<file path="config.mk">
export PLATFORM = sky130hd
export DESIGN_NAME = truth_table_probe
export DESIGN_NICKNAME = d
export VERILOG_FILES = /design/src/rtl/truth_table_probe_pkg.sv /design/src/rtl/truth_table_probe_sync2.sv /design/src/rtl/truth_table_probe.sv
export SDC_FILE = /design/constraint.sdc
export NUM_CORES = 1
export LEC_CHECK = 0
export ABC_AREA = 1
export CORE_ASPECT_RATIO = 0.7
export CORE_MARGIN = 1
export CORE_UTILIZATION = 48
export CTS_CLUSTER_SIZE = 8
export DETAILED_ROUTE_END_ITERATION = 8
export PLACE_DENSITY = 0.78
export SLEW_MARGIN = 25
export SYNTH_ARGS = -nofsm -noshare
export SYNTH_HDL_FRONTEND = slang
export SYNTH_SLANG_ARGS = --single-unit
</file>
<file path="constraint.sdc">
create_clock -name clk -period 1.44 [get_ports clk]
set_input_delay 0.288 -clock clk [delete_from_list [all_inputs] [get_ports clk]]
set_output_delay 0.288 -clock clk [all_outputs]
set_load 0.005 [all_outputs]
</file>
<file path="src/rtl/truth_table_probe_pkg.sv">
// truth_table_probe_pkg: shared FSM states, sizes and code bit mapping for the truth-table probe.
package truth_table_pkg;
  typedef enum logic [1:0] {IDLE, SETTLE, SAMPLE, DONE} state_t;
  localparam int NUM_COMBOS = 8;
  localparam int CODE_W = 8;
  localparam int IDX_W = 3;
  function automatic logic [IDX_W-1:0] bit_pos(input logic [IDX_W-1:0] idx);
    return IDX_W'(NUM_COMBOS - 1) - idx;
  endfunction
endpackage

</file>
<file path="src/rtl/truth_table_probe_sync2.sv">
// sync2: two-flop synchronizer for a single asynchronous bit, resets to 0.
module sync2 (
  input  logic clk,
  input  logic rst_n,
  input  logic d,
  output logic q
);
  logic r_meta;
  always_ff @(posedge clk or negedge rst_n)
    if (!rst_n) {q, r_meta} <= 2'b00;
    else {q, r_meta} <= {r_meta, d};
endmodule

</file>
<file path="src/rtl/truth_table_probe.sv">
// truth_table_probe: sweeps a 3-input target through all inputs and builds its 8-bit function code.
// TRUTH_TABLE_PROBE_VOTE_EN: sample bit becomes a 2-of-3 vote over the last three cycles of each input.
module truth_table_probe
  import truth_table_pkg::*;
#(
  parameter int SETTLE_CYCLES = 4,
  parameter int CNT_W = 8
) (
  input  logic              clk,
  input  logic              rst_n,
  input  logic              start,
  input  logic              abort,
  output logic [IDX_W-1:0]  probe_in,
  input  logic              probe_out,
  output logic              busy,
  output logic              done,
  output logic [CODE_W-1:0] code,
  output logic              code_valid
);
  if (SETTLE_CYCLES < 2 || SETTLE_CYCLES > 255) begin : g_bad_settle
    $error("SETTLE_CYCLES must be in 2..255");
  end
  if (64'(SETTLE_CYCLES) > (64'd1 << CNT_W) - 64'd1) begin : g_bad_cnt
    $error("CNT_W too narrow for SETTLE_CYCLES");
  end
  localparam logic [CNT_W-1:0] RELOAD = CNT_W'(SETTLE_CYCLES - 1);
  logic w_sync;
  logic w_bit;
  state_t r_state;
  logic [CNT_W-1:0] r_cnt;
  logic [IDX_W-1:0] r_idx;
  sync2 u_sync (.clk(clk), .rst_n(rst_n), .d(probe_out), .q(w_sync));
`ifdef TRUTH_TABLE_PROBE_VOTE_EN
  if (SETTLE_CYCLES < 4) begin : g_bad_vote
    $error("voting needs SETTLE_CYCLES >= 4");
  end
  logic [1:0] r_hist;
  always_ff @(posedge clk or negedge rst_n)
    if (!rst_n) r_hist <= 2'b00;
    else r_hist <= {r_hist[0], w_sync};
  assign w_bit = (r_hist[1] & r_hist[0]) | (r_hist[1] & w_sync) | (r_hist[0] & w_sync);
`else
  assign w_bit = w_sync;
`endif
  // abort outranks every transition, including a start seen in IDLE
  always_ff @(posedge clk or negedge rst_n) begin
    if (!rst_n) begin
      r_state    <= IDLE;
      r_cnt      <= '0;
      r_idx      <= '0;
      probe_in   <= '0;
      busy       <= 1'b0;
      done       <= 1'b0;
      code       <= '0;
      code_valid <= 1'b0;
    end else if (abort) begin
      r_state    <= IDLE;
      probe_in   <= '0;
      busy       <= 1'b0;
      done       <= 1'b0;
      code_valid <= 1'b0;
    end else begin
      case (r_state)
        IDLE: if (start) begin
          r_state    <= SETTLE;
          r_idx      <= '0;
          probe_in   <= '0;
          r_cnt      <= RELOAD;
          busy       <= 1'b1;
          code_valid <= 1'b0;
          code       <= '0;
        end
        SETTLE: begin
          r_cnt <= r_cnt - 1'b1;
          if (r_cnt == '0) r_state <= SAMPLE;
        end
        SAMPLE: begin
          code[bit_pos(r_idx)] <= w_bit;
          if (r_idx == IDX_W'(NUM_COMBOS - 1)) begin
            r_state    <= DONE;
            probe_in   <= '0;
            busy       <= 1'b0;
            done       <= 1'b1;
            code_valid <= 1'b1;
          end else begin
            r_state  <= SETTLE;
            r_idx    <= r_idx + 1'b1;
            probe_in <= r_idx + 1'b1;
            r_cnt    <= RELOAD;
          end
        end
        DONE: begin
          r_state <= IDLE;
          done    <= 1'b0;
        end
        default: r_state <= IDLE;
      endcase
    end
  end
endmodule

</file>
# --- Word level (Yosys, flattened, before mapping) ---
# Index checks and enable logic that the tools add are counted.
word_totals:
  regBits: 29
  out_inout_bits: 14
  elab_cells: 68
op_classes:
  add_sub_neg: 3
  order_cmp: 2
  eq_ne: 9
  n_mux: 29
  bitwise: 1
  reduce_logical: 14
ops:
  columns: ["operator", "n"]
  rows:
  - ["two-way mux 8 bit", 3]
  - ["case mux 8 bit (3 select lines)", 1]
  - ["case mux 8 bit (2 select lines)", 1]
  - ["two-way mux 3 bit", 4]
  - ["case mux 3 bit (2 select lines)", 2]
  - ["inequality test 3 bit, second input constant", 3]
  - ["nonzero test 3 bit", 3]
  - ["bitwise mux 8 bit", 1]
  - ["zero test 8 bit", 1]
  - ["two-way mux 1 bit", 8]
  - ["two-way mux 2 bit", 4]
  - ["case mux 2 bit (4 select lines)", 1]
  - ["AND reduction 4 bit", 2]
  - ["subtractor 8 x 1 -> 8 bit, second input constant", 1]
  - ["case mux 1 bit (2 select lines)", 3]
  - ["AND reduction 2 bit", 3]
  - ["AND reduction 3 bit", 2]
  - ["equality test 2 bit, second input constant", 2]
  - ["< comparator 3 x 4 -> 1 bit, second input constant", 1]
  - ["inequality test 2 bit, second input constant", 2]
  - ["adder 3 x 1 -> 3 bit, second input constant", 1]
  - ["demux 1 bit (select 3 bit)", 1]
  - ["equality test 3 bit, second input constant", 1]
  - ["greater-or-equal comparator 3 x 1 -> 1 bit, second input constant", 1]
  - ["6 further kinds", 6]

# --- Longest topological paths before layout ---
# Gate-level depths: netlist of the first run.
logic_depth:
  ltp_word: 7
  mapped_depth: 9
  depth_no_buf: 8

# --- Cells and area by module ---
# Synthesis of the first run repeated with hierarchy kept, for this count alone.
unflattened:
  hier_cells: 177
  hier_area_um2: 1428.9
by_module_without_submodules:
  columns: ["mod", "instances", "cells_each", "area_per_inst_um2", "seq_area_each_um2"]
  rows:
  - ["truth_table_probe", 1, 175, 1378.8, 675.6]
  - ["sync2", 1, 2, 50.0, 50.0]

# --- Worst setup path after synthesis of the first run ---
# No wires, ideal clock.
synth_timing:
  kind: "register to register"
  from: "register r_idx[0]"
  to: "register r_cnt[7]"
  setup_ns: 0.117
  arrival_time_ns: 1.332
  required_ns: 1.323
  setup_slack_ns: -0.009
  stages_incl_launch_ff: 10
  n_path_buf: 1
  period_less_slack_ns: 1.449
  cell_sequence: "dfrtp_1 ha_1 ha_1 nand3_2 nand2_2 nor2_4 buf_6 nand3_1 nand2_1 nor2_1"
synth_via:
  elab_chain_cells: 3
synth_lines:
  columns: ["element", "line_no", "rtl"]
  rows:
  - ["start, declared", "truth_table_probe.sv:31", "logic [IDX_W-1:0] r_idx;"]
  - ["start signal, assigned", "truth_table_probe.sv:87", "r_idx <= r_idx + 1'b1;"]
  - ["equality test 3 bit", "truth_table_probe.sv:79", "if (r_idx == IDX_W'(NUM_COMBOS - 1)) begin"]
  - ["inequality test 2 bit (no line)", null, null]
  - ["AND reduction 4 bit (no line)", null, null]
  - ["end signal, assigned", "truth_table_probe.sv:74", "r_cnt <= r_cnt - 1'b1;"]
  - ["end, declared", "truth_table_probe.sv:30", "logic [CNT_W-1:0] r_cnt;"]
# No other way between the ends.
# A chain may end at the register's enable or synchronous reset.

# --- Worst setup path in the final report of the first run ---
layout_timing:
  from: "register r_idx[1]"
  to: "register r_cnt[7]"
# Same word-level chain as after synthesis.

==> run_results.csv, run 1 <==
group,metric,value,unit
outcome,outcome,"finished, violations left",
outcome,violations,"negative setup slack",
finish,final_net_count,216,
yosys,synth_nets,178,
routing,routed-via-count,1327,
sta,unrepaired_setup_endpoints_after_global_routing,"true",
global_routing,grt_overflow_total,0,
clock_network,numClockSinks,29,
yosys,synth_top_area_share,50.5,%
yosys,synth.largest_area_cell,"sky130_fd_sc_hd__dfrtp_1",
global_routing,grt_start_max_net_pins,30,
placement,placed_cells_incl_taps,235,
clock_network,cts.htree.levels,2,
worst_setup_path,worst_flop_to_flop_path_endpoint,"r_cnt[7]",
floorplan,starting_density,50.9,%
global_routing,grt_pass1_wl,5180,um
yosys,area_fraction_in_compound_gates_after_synthesis,11.8,%
routing,ant_nets,0,
routing,drtIter0Drc,139,
worst_setup_path,worstSetupPathType,"flip-flop to flip-flop",
finish,post_route_cells_drive_above_1_share,20.2,%
clock_network,cts-hold-fix-buffers,0,
yosys,ranking_of_synthesized_cells_by_area,"sky130_fd_sc_hd__dfrtp_1 (50%), sky130_fd_sc_hd__nand2_1 (8.6%), sky130_fd_sc_hd__nand3_1 (8.0%), sky130_fd_sc_hd__inv_1 (5.2%), sky130_fd_sc_hd__o22ai_1 (3.9%)",
floorplan,core.rowCount,16,
sta,final_worst_path_period_need,1460,ps
clock_network,clkSlewWorstSetupHoldPaths,60,ps
sta,max_slew.worst_pin.slew,432,ps
sta,final_hold_violating_endpoints,0,
yosys,synth-main-ff-cell,"sky130_fd_sc_hd__dfrtp_1",
global_routing,grt_antenna_before_repair,0,
floorplan,die_y,47.8,um
clock_network,clock-root-buffer,"sky130_fd_sc_hd__clkbuf_8",
sta,report.final.slew_viol_count,0,
sta,maxClockFrequency,684,MHz
yosys,yosys.area_share.adder,3.48,%
yosys,combinational_family_with_the_most_area_after_synthesis,"simple AND/OR/NAND/NOR gates",
floorplan,die_w,67.4,um
floorplan,core,2820,um2
finish,layout.area.seq,728,um2
yosys,synthMostInstantiatedCell,"sky130_fd_sc_hd__nand2_1",
hold_path,worst_hold_path_type,"flip-flop to flip-flop",
worst_setup_path,path_buf_inv,0,
power,clockPowerShare,24.7,%
worst_setup_path,r2r_depth,8,
yosys,post_synth_most_frequent_cells,"sky130_fd_sc_hd__nand2_1 (33), sky130_fd_sc_hd__dfrtp_1 (29), sky130_fd_sc_hd__nand3_1 (23)",
sta,fin_setup_tns,-25.2,ps
worst_setup_path,path_depth,8,
yosys,post_synth_instance_area,1440,um2
yosys,syn_area_per_cell,8.51,um2
finish,final_std_cells_w_o_fill,244,
worst_setup_path,start_kind,"flip-flop",
placement,port_buffers,18,
yosys,synth.yosys.seq_area_share,50.5,%
clock_network,cts_tree,"done",
worst_setup_path,worst-endpoint-required,1600,ps
yosys,synth.mux.area_fraction,0,%
yosys,post_synth_xor_area_fraction,0,%
finish,filler_cell_count,196,
flow_run,number_of_max_capacitance_violations_reported,0,
power,peak_supply_drop,976,uV
finish,layout-area-overhead-vs-synth,34.4,%
finish,number_of_diodes_added_for_antenna_fixing,0,
power,totalPowerFinal,2960,uW
yosys,ys_warnings,0,
worst_setup_path,cp-startpoint,"r_idx[1]",
routing,detail_route.drc_violations,0,
global_routing,grt_util_all_layers,22.9,%
worst_setup_path,crit_fanout,8,
routing,routed_wirelength,3450,um
yosys,yosys.area_share.simple,26.0,%
worst_setup_path,crit_path_end,"r_cnt[7]",
placement,place_hpwl,2550,um
power,pwr-share-seq,37.9,%
power,cellLeakagePower,0.00117,uW
clock_network,cts_max_path_buffers,2,
global_routing,grt_pass1_vias,1160,
power,share_comb_of_total_power,37.4,%
yosys,ys_seq_elements,29,
floorplan,io_pins,19,
routing,post_drt_via_cell_ratio,5.44,
clock_network,worst_skew_pair.late_latency,270,ps
worst_setup_path,worstSetupEndpointType,"flip-flop",
hold_path,startpoint_of_the_worst_hold_path,"u_sync.r_meta",
placement,dp_slack,-140,ps
power,power_density,1530,nW/um2
sta,timing.max_slew.rel_slack,71.2,%
sta,final.setup_skew,6.80,ps
yosys,synth.lib_cells_used.distinct,21,
worst_setup_path,worst-r2r-setup-slack,-20,ps
yosys,gate_count_after_technology_mapping,169,
power,total_switching_power,1130,uW
placement,routabilityCongestion,0.840,
sta,setup_viol,3,
worst_setup_path,timing.critical_path.arrival,1620,ps
worst_setup_path,critPathTopFamily,"simple AND/OR/NAND/NOR gates",
floorplan,fp.dieArea,3220,um2
sta,min_period_over_period,101,%
finish,area_of_combinational_cells_with_multiple_inputs,632,um2
clock_network,cts_made_buffers,5,
yosys,number_of_enable_type_register_cells_in_the_synthesized_netlist,0,
worst_setup_path,slowest_delay,380,ps
routing,drt-pass1-iter-count,4,
worst_setup_path,worst_flop_to_flop_path_startpoint,"r_idx[1]",
power,sw_share,38.2,%
yosys,async_flop_share,100,%
worst_setup_path,critical_path.slowest_cell,"sky130_fd_sc_hd__dfrtp_1",
routing,wl_cell,14.1,um
power,internal_power,1830,uW
sta,fin_worst_setup_slack,-21.1,ps
worst_setup_path,crit_path_cell_trace,"ha_2 > ha_4 > nand3_4 > nand2_4 > nor2_4 > nand3_1 > nand2_1 > nor2_1",
==> worst min-delay path by stage <==
stage | endpoint | cells after the start
after floorplan | busy | 0
after global placement | u_sync.q | 0
after detailed placement | u_sync.q | 0
after CTS | u_sync.q | 0
after global routing | u_sync.q | 0
final | u_sync.q | 0
==> registers in the layout (all words and copies together) (netlist names) <==
register,cells
r_idx,3
probe_in,3
code,8
r_state,2
u_sync.q,1
done,1
busy,1
code_valid,1
u_sync.r_meta,1
r_cnt,8
==> placed cells by master (no fill, tap or decap), drive strengths merged <==
cell type / n
nand3: 24
clkdlybuf4s50: 4
buf: 16
o22ai: 9
inv: 23
clkinv: 1
o21ai: 8
dfrtp: 29
a21oi: 11
nor2: 16
nand2: 35
clkbuf: 7
dlymetal6s2s: 14
ha: 4
nand4: 6
a21o: 1
==> worst reg2reg max path, stage by stage (launching register included) <==
cell                      delay [ps]
sky130_fd_sc_hd__dfrtp_1         380
sky130_fd_sc_hd__ha_2            210
sky130_fd_sc_hd__ha_4            170
sky130_fd_sc_hd__nand3_4          70
sky130_fd_sc_hd__nand2_4          50
sky130_fd_sc_hd__nor2_4          190
sky130_fd_sc_hd__nand3_1         140
sky130_fd_sc_hd__nand2_1         100
sky130_fd_sc_hd__nor2_1           40
==> cell type report <==
type / count / area share [%]
clock buffer: 7 / 4.99
clock inverter: 1 / 0.259
inverter: 23 / 4.47
multi-input combinational: 114 / 32.7
sequential: 29 / 37.7
tap: 36 / 2.33
timing repair buffer: 34 / 17.6
==> cells by family (layout without fill, tap and decap cells) <==
| group | Yosys count | in the layout |
|---|---|---|
| and+or+nand+nor | 81 | 81 |
| AOI/OAI and AO/OA | 29 | 29 |
| buffers and inverters | 26 | 65 |
| adders and majority gates | 4 | 4 |
| DFF | 29 | 29 |
==> per-layer routing <==
layer | GRT usage, % | share of wire (%) | vias up
li1 | - | - | 639
met1 | 30.3 | 45 | 637
met2 | 34.8 | 47 | 45
met3 | 7.38 | 6.6 | 6
met4 | 10.6 | 1.5 | 0
met5 | 0 | 0 | -
==> power groups by stage <==
stage	Sequential, uW	Clock, uW	Combinational (uW)
3_5_place_dp	1130	0	1050
4_1_cts	1120	741	1080
6_report	1120	730	1110
5_1_grt	1140	788	1240
3_3_place_gp	1120	0	985
2_1_floorplan	1090	0	748
==> stage by stage <==
stage / util (%) / hold WS (ps) / area, um2
6_report: 68.4 / 352 / 1930
5_1_grt: 68.4 / 363 / 1930
4_1_cts: 66.8 / 351 / 1880
3_5_place_dp: 62.0 / 336 / 1750
3_3_place_gp: 62.0 / 336 / 1750
2_1_floorplan: - / -7.59 / 1440
==> what timing repair did <==
action,CTS,global route
endpoints found under the hold margin,0,0
setup endpoints to repair,11,34
gates cloned,0,0
pin swaps,4,3
resized for setup,4,19
setup buffers,1,0
Note: power is estimated with default switching activity, not from simulation.
==> inputs of run 2 (changes only) <==
- ABC_CLOCK_PERIOD_IN_PS: unset -> 1440
- CORE_UTILIZATION: 48 -> 40
- PLACE_DENSITY: 0.78 -> 0.67
- SKIP_CTS_REPAIR_TIMING: unset -> 1
==> run 2 against run 1 <==
Compared with the run above: critical endpoint is now r_cnt[2]; clock power grew 1%; the run still ends with negative setup slack left; worst hold slack gained 9.0 ps; sequential share of layout area shrank 1.2 points; largest power group is now combinational cells; register-to-register slack lost 30 ps; clock skew shrank 5.7 ps; first-iteration DRC count shrank 6.5%; utilization shrank 7.7 points; critical path type unchanged.
==> run_results.csv, run 2 (same netlist as run 1, synthesis figures left out) <==
group,metric,value,unit
global_routing,grt_overflow_total,0,
power,internal_power,1880,uW
global_routing,grt_util_all_layers,20.3,%
power,peak_supply_drop,724,uV
placement,place_area,1780,um2
clock_network,clock-root-buffer,"sky130_fd_sc_hd__clkbuf_8",
floorplan,starting_density,43.9,%
floorplan,io_pins,19,
flow_run,number_of_max_capacitance_violations_reported,0,
sta,maxClockFrequency,671,MHz
clock_network,worst_skew_pair.late_latency,280,ps
worst_setup_path,worst_flop_to_flop_path_endpoint,"r_cnt[2]",
power,sw_share,38.4,%
outcome,violations,"negative setup slack",
finish,number_of_diodes_added_for_antenna_fixing,0,
global_routing,grt_pass1_wl,5590,um
finish,layout-area-overhead-vs-synth,38.5,%
finish,layout_common_cells,"sky130_fd_sc_hd__nand2_1 (31), sky130_fd_sc_hd__dfrtp_1 (28), sky130_fd_sc_hd__nand3_1 (22)",
finish,post_route_cells_drive_above_1_share,22.7,%
global_routing,grt_start_max_net_pins,30,
routing,routed-via-count,1323,
floorplan,core.rowCount,17,
power,cellLeakagePower,0.00119,uW
sta,setup_viol,5,
placement,routabilityCongestion,0.829,
routing,post_drt_via_cell_ratio,5.13,
finish,final_net_count,219,
floorplan,die_w,73.7,um
power,clockPowerShare,24.2,%
sta,min_period_over_period,104,%
power,power_density,1540,nW/um2
clock_network,cts_made_buffers,5,
finish,biggest_regs,"code (8), r_cnt (8)",
global_routing,grt_pass1_vias,1192,
power,share_comb_of_total_power,38.9,%
finish,most_frequent_standard_cell_in_the_layout_excluding_fill_and_tap_cells,"sky130_fd_sc_hd__nand2_1",
worst_setup_path,worst-r2r-setup-slack,-50,ps
sta,max_slew.worst_pin.slew,399,ps
sta,report.final.slew_viol_count,0,
clock_network,clkSlewWorstSetupHoldPaths,60,ps
power,total_switching_power,1170,uW
placement,port_buffers,18,
clock_network,numClockSinks,29,
routing,ant_nets,0,
floorplan,fp.dieArea,3840,um2
routing,wl_cell,13.2,um
hold_path,worst_hold_path_type,"primary input to async pin",
clock_network,cts_tree,"done",
sta,unrepaired_setup_endpoints_after_global_routing,"true",
placement,place_hpwl,2380,um
finish,final_cell_area,1990,um2
worst_setup_path,crit_fanout,5,
worst_setup_path,slowest_delay,390,ps
sta,final_worst_path_period_need,1490,ps
power,pwr-share-seq,36.8,%
power,totalPowerFinal,3060,uW
sta,final_hold_violating_endpoints,0,
worst_setup_path,crit_path_cell_trace,"ha_2 > ha_4 > nand3_4 > nand2_4 > nor2_4 > buf_4 > a21oi_2 > nor2_1",
sta,timing.max_slew.rel_slack,73.4,%
worst_setup_path,critical_path.slowest_cell,"sky130_fd_sc_hd__dfrtp_1",
floorplan,core,3280,um2
sta,hold_ws,361,ps
outcome,outcome,"finished, violations left",
clock_network,cts_max_path_buffers,2,
worst_setup_path,worstSetupPathType,"flip-flop to flip-flop",
clock_network,cts.htree.levels,2,
global_routing,grt_antenna_before_repair,0,
worst_setup_path,worst_flop_to_flop_path_startpoint,"r_idx[0]",
sta,final.setup_skew,1.05,ps
floorplan,die_y,52.2,um
routing,drtIter0Drc,130,
routing,detail_route.drc_violations,0,
worst_setup_path,r2r_depth,8,
routing,routed_wirelength,3390,um
worst_setup_path,timing.critical_path.arrival,1700,ps
worst_setup_path,worst-endpoint-required,1650,ps
sta,fin_setup_tns,-146,ps
sta,fin_worst_setup_slack,-50.5,ps
routing,drt-pass1-iter-count,4,
worst_setup_path,worstSetupEndpointType,"flip-flop",
worst_setup_path,start_kind,"flip-flop",
## run 2: cell count changes in the layout (fill, tap and decap cells not counted), sizes merged
cell / before / now
buf: 16 / 18
nor2: 16 / 17
## run 2: cell type report
| class | count | area (um2) |
|---|---|---|
| well taps | 47 | 58.8 |
| repair buffers | 36 | 367 |
| fillers | 280 | 1280 |
| inverters | 23 | 86.3 |
| flip-flops and latches | 29 | 727 |
| clock buffers | 7 | 96.3 |
| multi-input cells | 115 | 651 |
| clock inverters | 1 | 5.00 |
## run 2: power groups by stage
stage / clock (uW) / sequential, uW / combinational (uW)
6_report: 740 / 1130 / 1190
5_1_grt: 788 / 1150 / 1350
4_1_cts: 754 / 1110 / 1080
3_5_place_dp: 0 / 1130 / 1080
3_3_place_gp: 0 / 1120 / 1020
2_1_floorplan: 0 / 1090 / 748
## run 2: worst max-delay path: cells and delay by family, from the launching register on
kind / cells / cell delay, ps
AOI/OAI and AO/OA: 1 / 40
DFF: 1 / 390
and+or+nand+nor: 4 / 450
buffers and inverters: 1 / 150
adders and majority gates: 2 / 380
## run 2: per-stage QoR
step	utilization, %	std cells	worst slack [ps]
floorplan	-	169	10.5
global placement	54.2	246	-117
detailed placement	54.2	246	-117
CTS	57.3	254	-77.4
global route	60.8	258	-113
finish	60.8	258	-50.5
## run 2: per-layer routing
layer / wire length, um / vias up / track usage [%]
met2: 1450 / 56 / 27.4
li1: - / 644 / -
met1: 1630 / 614 / 28.9
met3: 236 / 9 / 5.81
met5: 0 / - / 0
met4: 78 / 0 / 11.5
## run 2: how the worst max path moves through the flow
stage | to | depth (start not counted) | startpoint
after floorplan | r_cnt[7] | 9 | r_idx[1]
after global placement | busy | 7 | abort
after detailed placement | busy | 7 | abort
after CTS | r_cnt[7] | 8 | r_idx[1]
after global routing | r_cnt[7] | 8 | r_idx[0]
final | r_cnt[2] | 8 | r_idx[0]
